**config.mk**
```make
export PLATFORM = sky130hd
export DESIGN_NAME = insight_counter_ctrl
export DESIGN_NICKNAME = d
export VERILOG_FILES = /design/src/rtl/insight_counter_pkg.sv /design/src/rtl/insight_counter_slot.sv /design/src/rtl/insight_counter_ctrl.sv
export SDC_FILE = /design/constraint.sdc
export NUM_CORES = 1
export LEC_CHECK = 0
export CAP_MARGIN = 20
export CORE_MARGIN = 8
export CORE_UTILIZATION = 40
export CTS_CLUSTER_DIAMETER = 80
export DETAILED_ROUTE_END_ITERATION = 8
export GPL_TIMING_DRIVEN = 1
export PLACE_DENSITY = 0.67
export SETUP_SLACK_MARGIN = 0.2
export SYNTH_ARGS = -nofsm -noshare
export SYNTH_HDL_FRONTEND = slang
export SYNTH_HIERARCHICAL = 1
export SYNTH_SLANG_ARGS = --single-unit
```
**constraint.sdc**
```tcl
create_clock -name clock -period 5.2 [get_ports clock]
set_clock_uncertainty 0.1 [all_clocks]
set_input_delay 0.52 -clock clock [delete_from_list [all_inputs] [get_ports clock]]
set_output_delay 0.52 -clock clock [all_outputs]
set_load 0.05 [all_outputs]
```
**src/rtl/insight_counter_pkg.sv**
```systemverilog
// Shared types and defaults for the Insight event counter controller.
//   cmd_op_e     : command opcodes on the config/read command channel
//   ctrl_state_e : command FSM states (IDLE accepts, RESP holds a read result)
//   *_DEF        : default slot count and field widths
//   idx_width()  : slot-index width, never narrower than one bit
package insight_counter_pkg;

  localparam int NUM_CNT_DEF = 4;
  localparam int CNT_W_DEF   = 48;
  localparam int SEL_W_DEF   = 32;
  localparam int SETTLE_DEF  = 2;
  localparam int DATA_W      = 64;

  typedef enum logic [2:0] {
    OP_WR_SEL  = 3'd0,
    OP_WR_CNT  = 3'd1,
    OP_ARM     = 3'd2,
    OP_DISARM  = 3'd3,
    OP_RD_CNT  = 3'd4,
    OP_CLR_OVF = 3'd5
  } cmd_op_e;

  typedef enum logic {
    IDLE = 1'b0,
    RESP = 1'b1
  } ctrl_state_e;

  function automatic int idx_width(input int n);
    return (n > 1) ? $clog2(n) : 1;
  endfunction

endpackage

```
**src/rtl/insight_counter_slot.sv**
```systemverilog
// One Insight counter slot: event selector register, post-select settle
// blanking, arm state, CNT_W-bit accumulator and sticky overflow flag.
// Ports:
//   clock, reset_n            : clock, async active-low reset
//   wr_sel/wr_cnt/arm/disarm/clr_ovf : single-cycle strobes, already
//                               qualified by command accept and slot decode
//   sel_wdata, cnt_wdata      : write data for WR_SEL / WR_CNT
//   inc                       : increment 0..3 for this cycle
//   freeze                    : global counting halt
//   event_sel, count, ovf     : registered slot state
module insight_counter_slot
  import insight_counter_pkg::*;
#(
  parameter int CNT_W  = CNT_W_DEF,
  parameter int SEL_W  = SEL_W_DEF,
  parameter int SETTLE = SETTLE_DEF
) (
  input  logic             clock,
  input  logic             reset_n,
  input  logic             wr_sel,
  input  logic             wr_cnt,
  input  logic             arm,
  input  logic             disarm,
  input  logic             clr_ovf,
  input  logic [SEL_W-1:0] sel_wdata,
  input  logic [CNT_W-1:0] cnt_wdata,
  input  logic [1:0]       inc,
  input  logic             freeze,
  output logic [SEL_W-1:0] event_sel,
  output logic [CNT_W-1:0] count,
  output logic             ovf
);

  localparam int SETTLE_W = $clog2(SETTLE + 1);

  logic [SEL_W-1:0]    event_sel_reg;
  logic [SETTLE_W-1:0] settle_reg;
  logic                armed_reg;
  logic [CNT_W-1:0]    count_reg;
  logic                ovf_reg;

  logic                count_en;
  logic [CNT_W:0]      sum;

  // A counter write in the same cycle takes precedence over the increment.
  assign count_en = armed_reg & ~freeze & (settle_reg == '0) & ~wr_cnt;
  // One extra bit catches the carry out of the accumulator.
  assign sum      = {1'b0, count_reg} + {{(CNT_W-1){1'b0}}, inc};

  always_ff @(posedge clock or negedge reset_n) begin
    if (!reset_n) begin
      event_sel_reg <= '0;
      settle_reg    <= '0;
      armed_reg     <= 1'b0;
      count_reg     <= '0;
      ovf_reg       <= 1'b0;
    end else begin
      if (wr_sel) begin
        event_sel_reg <= sel_wdata;
      end

      // Blank the increment while the hart counter switches to the new event;
      // disarming drops any remaining blanking so a later re-arm counts at once.
      if (wr_sel) begin
        settle_reg <= SETTLE_W'(SETTLE);
      end else if (disarm) begin
        settle_reg <= '0;
      end else if (settle_reg != '0) begin
        settle_reg <= settle_reg - SETTLE_W'(1);
      end

      if (arm) begin
        armed_reg <= 1'b1;
      end else if (disarm) begin
        armed_reg <= 1'b0;
      end

      if (wr_cnt) begin
        count_reg <= cnt_wdata;
      end else if (count_en) begin
        count_reg <= sum[CNT_W-1:0];
      end

      // A fresh wrap on the clearing edge keeps the flag set.
      ovf_reg <= (ovf_reg & ~clr_ovf) | (count_en & sum[CNT_W]);
    end
  end

  assign event_sel = event_sel_reg;
  assign count     = count_reg;
  assign ovf       = ovf_reg;

endmodule

```
**src/rtl/insight_counter_ctrl.sv**
```systemverilog
// Insight event counter controller: decodes config/read commands arriving on a
// valid/ready channel, drives NUM_CNT counter slots and returns counts on a held
// response channel. Raises a registered interrupt from enabled sticky overflows.
// Ports:
//   clock, reset_n                 : clock, async active-low reset
//   cmd_valid/cmd_ready            : command handshake (ready only in IDLE)
//   cmd_op, cmd_idx, cmd_wdata     : opcode, target slot, write data
//   rsp_valid/rsp_ready, rsp_data  : read response, held until consumed
//   event_sel                      : per-slot selector to the hart counters
//   inc                            : per-slot 2-bit increment this cycle
//   freeze                         : global counting halt
//   ovf_en, ovf, irq               : overflow enables, sticky flags, interrupt
module insight_counter_ctrl
  import insight_counter_pkg::*;
#(
  parameter  int NUM_CNT = NUM_CNT_DEF,
  parameter  int CNT_W   = CNT_W_DEF,
  parameter  int SEL_W   = SEL_W_DEF,
  parameter  int SETTLE  = SETTLE_DEF,
  localparam int IDX_W   = idx_width(NUM_CNT)
) (
  input  logic                     clock,
  input  logic                     reset_n,
  input  logic                     cmd_valid,
  output logic                     cmd_ready,
  input  logic [2:0]               cmd_op,
  input  logic [IDX_W-1:0]         cmd_idx,
  input  logic [DATA_W-1:0]        cmd_wdata,
  output logic                     rsp_valid,
  input  logic                     rsp_ready,
  output logic [DATA_W-1:0]        rsp_data,
  output logic [NUM_CNT*SEL_W-1:0] event_sel,
  input  logic [NUM_CNT*2-1:0]     inc,
  input  logic                     freeze,
  input  logic [NUM_CNT-1:0]       ovf_en,
  output logic [NUM_CNT-1:0]       ovf,
  output logic                     irq
);

  ctrl_state_e         state_reg;
  ctrl_state_e         state_next;
  logic                accept;
  logic                op_wr_sel, op_wr_cnt, op_arm, op_disarm, op_rd_cnt, op_clr_ovf;
  logic [NUM_CNT-1:0]  slot_hit;
  logic [CNT_W-1:0]    count_arr [NUM_CNT];
  logic [CNT_W-1:0]    rd_count;
  logic                rd_start;
  logic [DATA_W-1:0]   rsp_data_reg;
  logic                irq_reg;
  logic                unused_wdata;

  // Taken from the state register rather than cmd_ready to keep the
  // handshake free of combinational feedback through the FSM block.
  assign accept = cmd_valid & (state_reg == IDLE);

  assign op_wr_sel  = (cmd_op == OP_WR_SEL);
  assign op_wr_cnt  = (cmd_op == OP_WR_CNT);
  assign op_arm     = (cmd_op == OP_ARM);
  assign op_disarm  = (cmd_op == OP_DISARM);
  assign op_rd_cnt  = (cmd_op == OP_RD_CNT);
  assign op_clr_ovf = (cmd_op == OP_CLR_OVF);

  // An index with no matching slot hits nothing, so the command is accepted
  // and dropped without touching any state.
  genvar gi;
  generate
    for (gi = 0; gi < NUM_CNT; gi++) begin : g_slot
      assign slot_hit[gi] = accept & (cmd_idx == IDX_W'(gi));

      insight_counter_slot #(
        .CNT_W  (CNT_W),
        .SEL_W  (SEL_W),
        .SETTLE (SETTLE)
      ) u_slot (
        .clock     (clock),
        .reset_n   (reset_n),
        .wr_sel    (slot_hit[gi] & op_wr_sel),
        .wr_cnt    (slot_hit[gi] & op_wr_cnt),
        .arm       (slot_hit[gi] & op_arm),
        .disarm    (slot_hit[gi] & op_disarm),
        .clr_ovf   (slot_hit[gi] & op_clr_ovf),
        .sel_wdata (cmd_wdata[SEL_W-1:0]),
        .cnt_wdata (cmd_wdata[CNT_W-1:0]),
        .inc       (inc[gi*2 +: 2]),
        .freeze    (freeze),
        .event_sel (event_sel[gi*SEL_W +: SEL_W]),
        .count     (count_arr[gi]),
        .ovf       (ovf[gi])
      );
    end
  endgenerate

  always_comb begin
    rd_count = '0;
    for (int i = 0; i < NUM_CNT; i++) begin
      if (slot_hit[i]) begin
        rd_count = count_arr[i];
      end
    end
  end

  assign rd_start = accept & op_rd_cnt & (|slot_hit);

  always_ff @(posedge clock or negedge reset_n) begin
    if (!reset_n) begin
      state_reg <= IDLE;
    end else begin
      state_reg <= state_next;
    end
  end

  always_comb begin
    state_next = state_reg;
    cmd_ready  = 1'b0;
    rsp_valid  = 1'b0;
    case (state_reg)
      IDLE: begin
        cmd_ready = 1'b1;
        if (rd_start) begin
          state_next = RESP;
        end
      end
      RESP: begin
        rsp_valid = 1'b1;
        if (rsp_ready) begin
          state_next = IDLE;
        end
      end
      default: state_next = IDLE;
    endcase
  end

  // The response captures the count before this edge's increment lands.
  always_ff @(posedge clock or negedge reset_n) begin
    if (!reset_n) begin
      rsp_data_reg <= '0;
      irq_reg      <= 1'b0;
    end else begin
      if (rd_start) begin
        rsp_data_reg <= DATA_W'(rd_count);
      end
      irq_reg <= |(ovf & ovf_en);
    end
  end

  assign rsp_data     = rsp_data_reg;
  assign irq          = irq_reg;
  assign unused_wdata = ^cmd_wdata;

endmodule

```
# Word-level counts from Yosys, hierarchy flattened
# Index checks and enable logic that the tools add are counted.
[op_classes]
addsub = 8
eq_ne = 8
muxes = 37
bitwise = 62
n_reduce_logical = 24
[ops]
columns = ["cell", "count"]
rows = [
  ["2-to-1 mux 48 bit", 12],
  ["adder 48 x 2 -> 49 bit", 4],
  ["bitwise AND 1 bit", 47],
  ["2-to-1 mux 2 bit", 12],
  ["nonzero test 2 bit", 12],
  ["2-to-1 mux 1 bit", 12],
  ["nonzero test 3 bit", 4],
  ["logical NOT 2 bit", 5],
  ["inverter 1 bit", 10],
  ["OR reduction 4 bit", 2],
  ["subtractor 2 x 1 -> 2 bit (second input constant)", 4],
  ["== test 3 x 2 -> 1 bit (second input constant)", 2],
  ["== test 3 bit (second input constant)", 2],
  ["bitwise AND 4 bit", 1],
  ["== test 2 bit (second input constant)", 2],
  ["bitwise OR 1 bit", 4],
  ["== test 3 x 1 -> 1 bit (second input constant)", 1],
  ["logical NOT 3 bit", 1],
  ["== test 2 x 1 -> 1 bit (second input constant)", 1],
  ["one-hot mux 1 bit (2 select lines)", 1],
]
[word_totals]
regBits = 386
in_bits = 86
output_inout_bits = 199
word_cells = 162

# Depth between registers and ports, before layout
[depth]
word_depth = 8
mapped_depth = 10
ltp_nobuf = 8

# Cells and area by module
# The synthesis kept the hierarchy.
[modules_own_cells]
columns = ["mod", "n_inst", "cells_each", "area_each_um2", "seq_area_each_um2"]
rows = [
  ["insight_counter_slot (g_slot[1].u_slot ...)", 3, 403, 4176.5, 2102.0],
  ["insight_counter_slot (g_slot[0].u_slot)", 1, 442, 4455.5, 2102.0],
  ["insight_counter_ctrl", 1, 392, 3146.8, 1251.2],
]

# Worst setup path after synthesis
# No wires, ideal clock.
[synth_path]
kind = "in2reg"
from = "in cmd_idx[1]"
to = "reg g_slot[0].u_slot.count_reg[26]"
setup_time_ns = 0.077
arrival_ns = 2.521
t_required_ns = 5.023
slack_ns = 2.502
stages = 10
n_path_buf = 5
cell_sequence = "or2_2 -> buf_2 -> or2_1 -> nor2_1 -> clkbuf_1 -> clkbuf_1 -> clkbuf_1 -> buf_1 -> nand2_1 -> o21ai_1"
[synth_between]
elab_chain_len = 6
word_cells_on_any_way = 7
cone_classes = "mux: 1; bitwise: 4; reduce/logical: 2"
[synth_rtl]
columns = ["item", "line", "source"]
rows = [
  ["start: declaration", "insight_counter_ctrl.sv:27", "input logic [IDX_W-1:0] cmd_idx,"],
  ["logical NOT 2 bit *", "insight_counter_ctrl.sv:68", "assign slot_hit[gi] = accept & (cmd_idx == IDX_W'(gi));"],
  ["bitwise AND 1 bit *", "insight_counter_ctrl.sv:68", ""],
  ["bitwise AND 1 bit *", "insight_counter_ctrl.sv:78", ".wr_cnt (slot_hit[gi] & op_wr_cnt),"],
  ["inverter 1 bit", "insight_counter_slot.sv:46", "assign count_en = armed_reg & ~freeze & (settle_reg == '0) & ~wr_cnt;"],
  ["bitwise AND 1 bit", "insight_counter_slot.sv:46", ""],
  ["nonzero test 2 bit (no source line)", "n/a", ""],
  ["end signal: assignment", "insight_counter_slot.sv:79", "count_reg <= cnt_wdata;"],
  ["end signal: assignment", "insight_counter_slot.sv:81", "count_reg <= sum[CNT_W-1:0];"],
  ["end: declaration", "insight_counter_slot.sv:39", "logic [CNT_W-1:0] count_reg;"],
]
# Mark *: on every way between the ends. The rest lies on a longest branch, timed or not.
# A chain may end at the register's enable or synchronous reset.

# Worst setup path in the final report
[layout_path]
from = "in cmd_idx[1]"
to = "reg g_slot[0].u_slot.count_reg[43]"
# Same word-level chain as after synthesis.

==> summary.md <==
| Metric | Value |
|---|---|
| Met2 Resource Use GR | 0.376 |
| Final wirelength | 68.3 mm |
| Max-Slew Margin vs Limit | 0.298 |
| Async SR Flop Fraction | 1.00 |
| Top cell type's share of synthesized area | 0.480 |
| Worst Path Required | 5.57 ns |
| Most frequent cells in the layout | dfrtp_1 (386), nand2_1 (283), clkdlybuf4s50_1 (251) |
| TritonCTS clock tree | done |
| Die area | 0.0578 sq mm |
| Setup crit start kind | input pin |
| Synthesized area per cell | 9.85 sq um |
| Largest area contributor in the netlist | dfrtp_1 |
| Unrepaired setup endpoints after global routing | no |
| Most common cell after layout, fill and taps aside | dfrtp_1 |
| Number of synthesized flops with an enable pin | 0 |
| Pwr Total | 10.7 mW |
| Final count of hold timing violations | 0 |
| First-pass GRT wire length | 104 mm |
| GRT overflow | 0 |
| Met1 Usage GRT | 0.292 |
| Routed vias | 17,300 |
| Routability cong. | 0.974 |
| CTS buffer count | 45 |
| DRT antenna net count | 0 |
| Clk buf depth | 3 |
| DRT iter0 DRCs | 1,716 |
| Num ports | 285 |
| DRC | 0 |
| TNS Setup | 0 ns |
| Worst VDD drop | 275 uV |
| Logic pwr share | 0.297 |
| Worst EP arrival | 3.64 ns |
| Seq cells post-synth | 386 |
| Die Ht | 240 um |
| Post-place setup slack | 1.41 ns |
| Layout cells sized above 1 | 0.132 |
| Nets | 2,378 |
| Clock share of power | 0.301 |
| R2r startpoint | g_slot[2].u_slot/settle_reg[0] |
| Max Cap Violations | 0 |
| Vias per cell | 5.81 |
| Detailed placer's ending HPWL | 49.1 mm |
| Ratio of final minimum period to clock period | 0.629 |
| Top Usage Layer GRT | met2 |
| Power per Cell Area | 427 mW/mm^2 |
| Worst slew pin tran | 1.04 ns |
| Sequential element share of the synthesized area | 0.480 |
| Main synth FF type | dfrtp_1 |
| Cells after synthesis | 2,043 |
| Leakage power total | 10.0 nW |
| Sw frac | 0.370 |
| Crit path capture type | flop |
| Core Region | 0.0500 sq mm |
| DP Area | 0.0234 sq mm |
| Worst R2R Setup Slack | 2.07 ns |
| Detailed Routing Iterations Pass 1 | 8 |
| Die width | 240 um |
| Rows | 82 |
| N_diodes | 0 |
| Initial core utilization | 0.403 |
| Vias in the first global route | 17,100 |
| Synth-to-Final Area Change | 23.9% |
| Clock slew at reported path FFs | 0.06 ns |
| Post-Syn Area | 0.0201 sq mm |
| HP Class | input pin to flop |
| Number of antenna violations at the first check in global routing | 0 |
| Max Slew Vio Count | 0 |
| Final Setup Violations | 0 |
| Fmax | 0.306 GHz |
| Status | finished clean |
| H-Tree Depth | 2 |
| CP Launch Point | cmd_idx[1] |
| CP Max Fanout | 24 |
| Drt wl/cell | 22.9 um |
| Setup WS post-layout | 1.93 ns |
| Post-CTS sizing | 0 |
| PortBufs | 252 |
| Largest register FFs | 192 |
| Synth top area cells | dfrtp_1 (48%), mux2_2 (7.2%), xor2_1 (5.4%), nand2_1 (5.3%), o21ai_0 (4.4%) |
| Internal | 6.72 mW |
| Clk_lat worst skew | 0.58 ns |
| Root buf cell | clkbuf_16 |
| Total Routing Usage GR | 0.232 |
| Fin crit period | 3.27 ns |
| Fin area | 0.0249 sq mm |
| Routing usage on met3 | 0.0529 |
| Seq pwr share | 0.402 |
| Filler instances | 4,591 |
| Hold Crit Start | rsp_ready |
| Sw power | 3.94 mW |
| Kind of critical path | input pin to flop |
| Sink Count | 386 |
| Largest net degree at the start of global routing | 114 |
| Count of different cell masters after synthesis | 67 |
| Syn. warnings | 6 |
## layout make-up
class / instances / area [sq um] / area share
clock inverter: 19 / 159 / 0.00637
inverter: 56 / 210 / 0.00843
tap: 672 / 841 / 0.0337
multi-input combinational: 1492 / 9810 / 0.394
timing repair buffer: 295 / 2900 / 0.116
clock buffer: 64 / 1350 / 0.0541
sequential: 386 / 9660 / 0.387
## synthesized netlist by cell type, types with 6 or more instances
cell type    n
a21o_1       8
a21oi_1     11
a221o_1      6
a222oi_1    30
a22oi_1     14
a31oi_1     66
and2_1      13
and3_1      31
and4_1      17
buf_1        6
buf_2       21
buf_4       19
clkbuf_1    77
dfrtp_1    386
ha_1        12
inv_1       53
mux2_2     128
mux2i_1     10
nand2_1    283
nand2b_1    18
nand3_1     99
nand3_2      9
nand3b_1     6
nand4_1     77
nand4b_1     7
nor2_1     118
nor2b_1     19
nor3_1      26
nor4_1      20
nor4_2       8
nor4_4      11
o2111ai_1   17
o21ai_0    175
o21ai_1     16
or3_1       19
or4_1       10
xnor2_1     23
xor2_1     123
## power by group through the flow
stage | Sequential, mW | Clock, mW | Combinational [mW]
after CTS | 4.28 | 3.27 | 3.20
after floorplan | 5.21 | 0 | 1.03
after global placement | 4.28 | 0 | 3.13
after global routing | 4.38 | 3.41 | 3.37
after detailed placement | 4.32 | 0 | 3.18
final | 4.28 | 3.20 | 3.17
## through the flow
| stage | hold slack, ns | utilization | std cells |
|---|---|---|---|
| after floorplan | 0.124 | - | 2058 |
| after global placement | 0.386 | 0.469 | 2900 |
| after detailed placement | 0.392 | 0.469 | 2900 |
| after CTS | 0.376 | 0.499 | 2984 |
| after global routing | 0.397 | 0.499 | 2984 |
| final | 0.397 | 0.499 | 2984 |
## worst max-delay path, stage by stage
cell and delay (ns):
clkdlybuf4s50_1 0.40, buf_4 0.25, or2_2 0.60, or2_1 0.42, nor2_4 0.46, inv_1 0.40
nand2_1 0.19, mux2i_1 0.10, a211o_1 0.29
## path summary, 6_finish.rpt
check / endpoint / cells past startpoint
worst min-delay path: state_reg / 2
worst max-delay path: g_slot[0].u_slot/count[43] / 9
worst max register to register: g_slot[2].u_slot/count[37] / 8
worst min register to register: g_slot[3].u_slot/armed_reg / 1
min in group asynchronous: g_slot[1].u_slot/event_sel[13] / 2
max in group asynchronous: rsp_data[41] / 3
## repair_timing
item / 4_1_cts / 5_1_grt
hold buffers: 1 / 0
hold endpoints to repair: 110 / 0
setup buffers: 0 / 0
## cells by family (layout without fill, tap and decap cells)
group | Yosys count | in the layout | synth area share
fa+ha+maj | 16 | 16 | 0.0114
mux | 138 | 138 | 0.0766
other cells | 1 | 16 | 0.000186
flops | 386 | 386 | 0.480
xor+xnor | 146 | 146 | 0.0635
simple gates | 820 | 820 | 0.220
compound gates | 356 | 356 | 0.109
buf+inv | 180 | 434 | 0.0388
## layer usage
metal,up-vias,share of wire
li1,7797,-
met1,8602,0.39
met2,775,0.47
met3,171,0.088
met4,0,0.051
met5,-,0
Power figures use the tool's default switching activity.
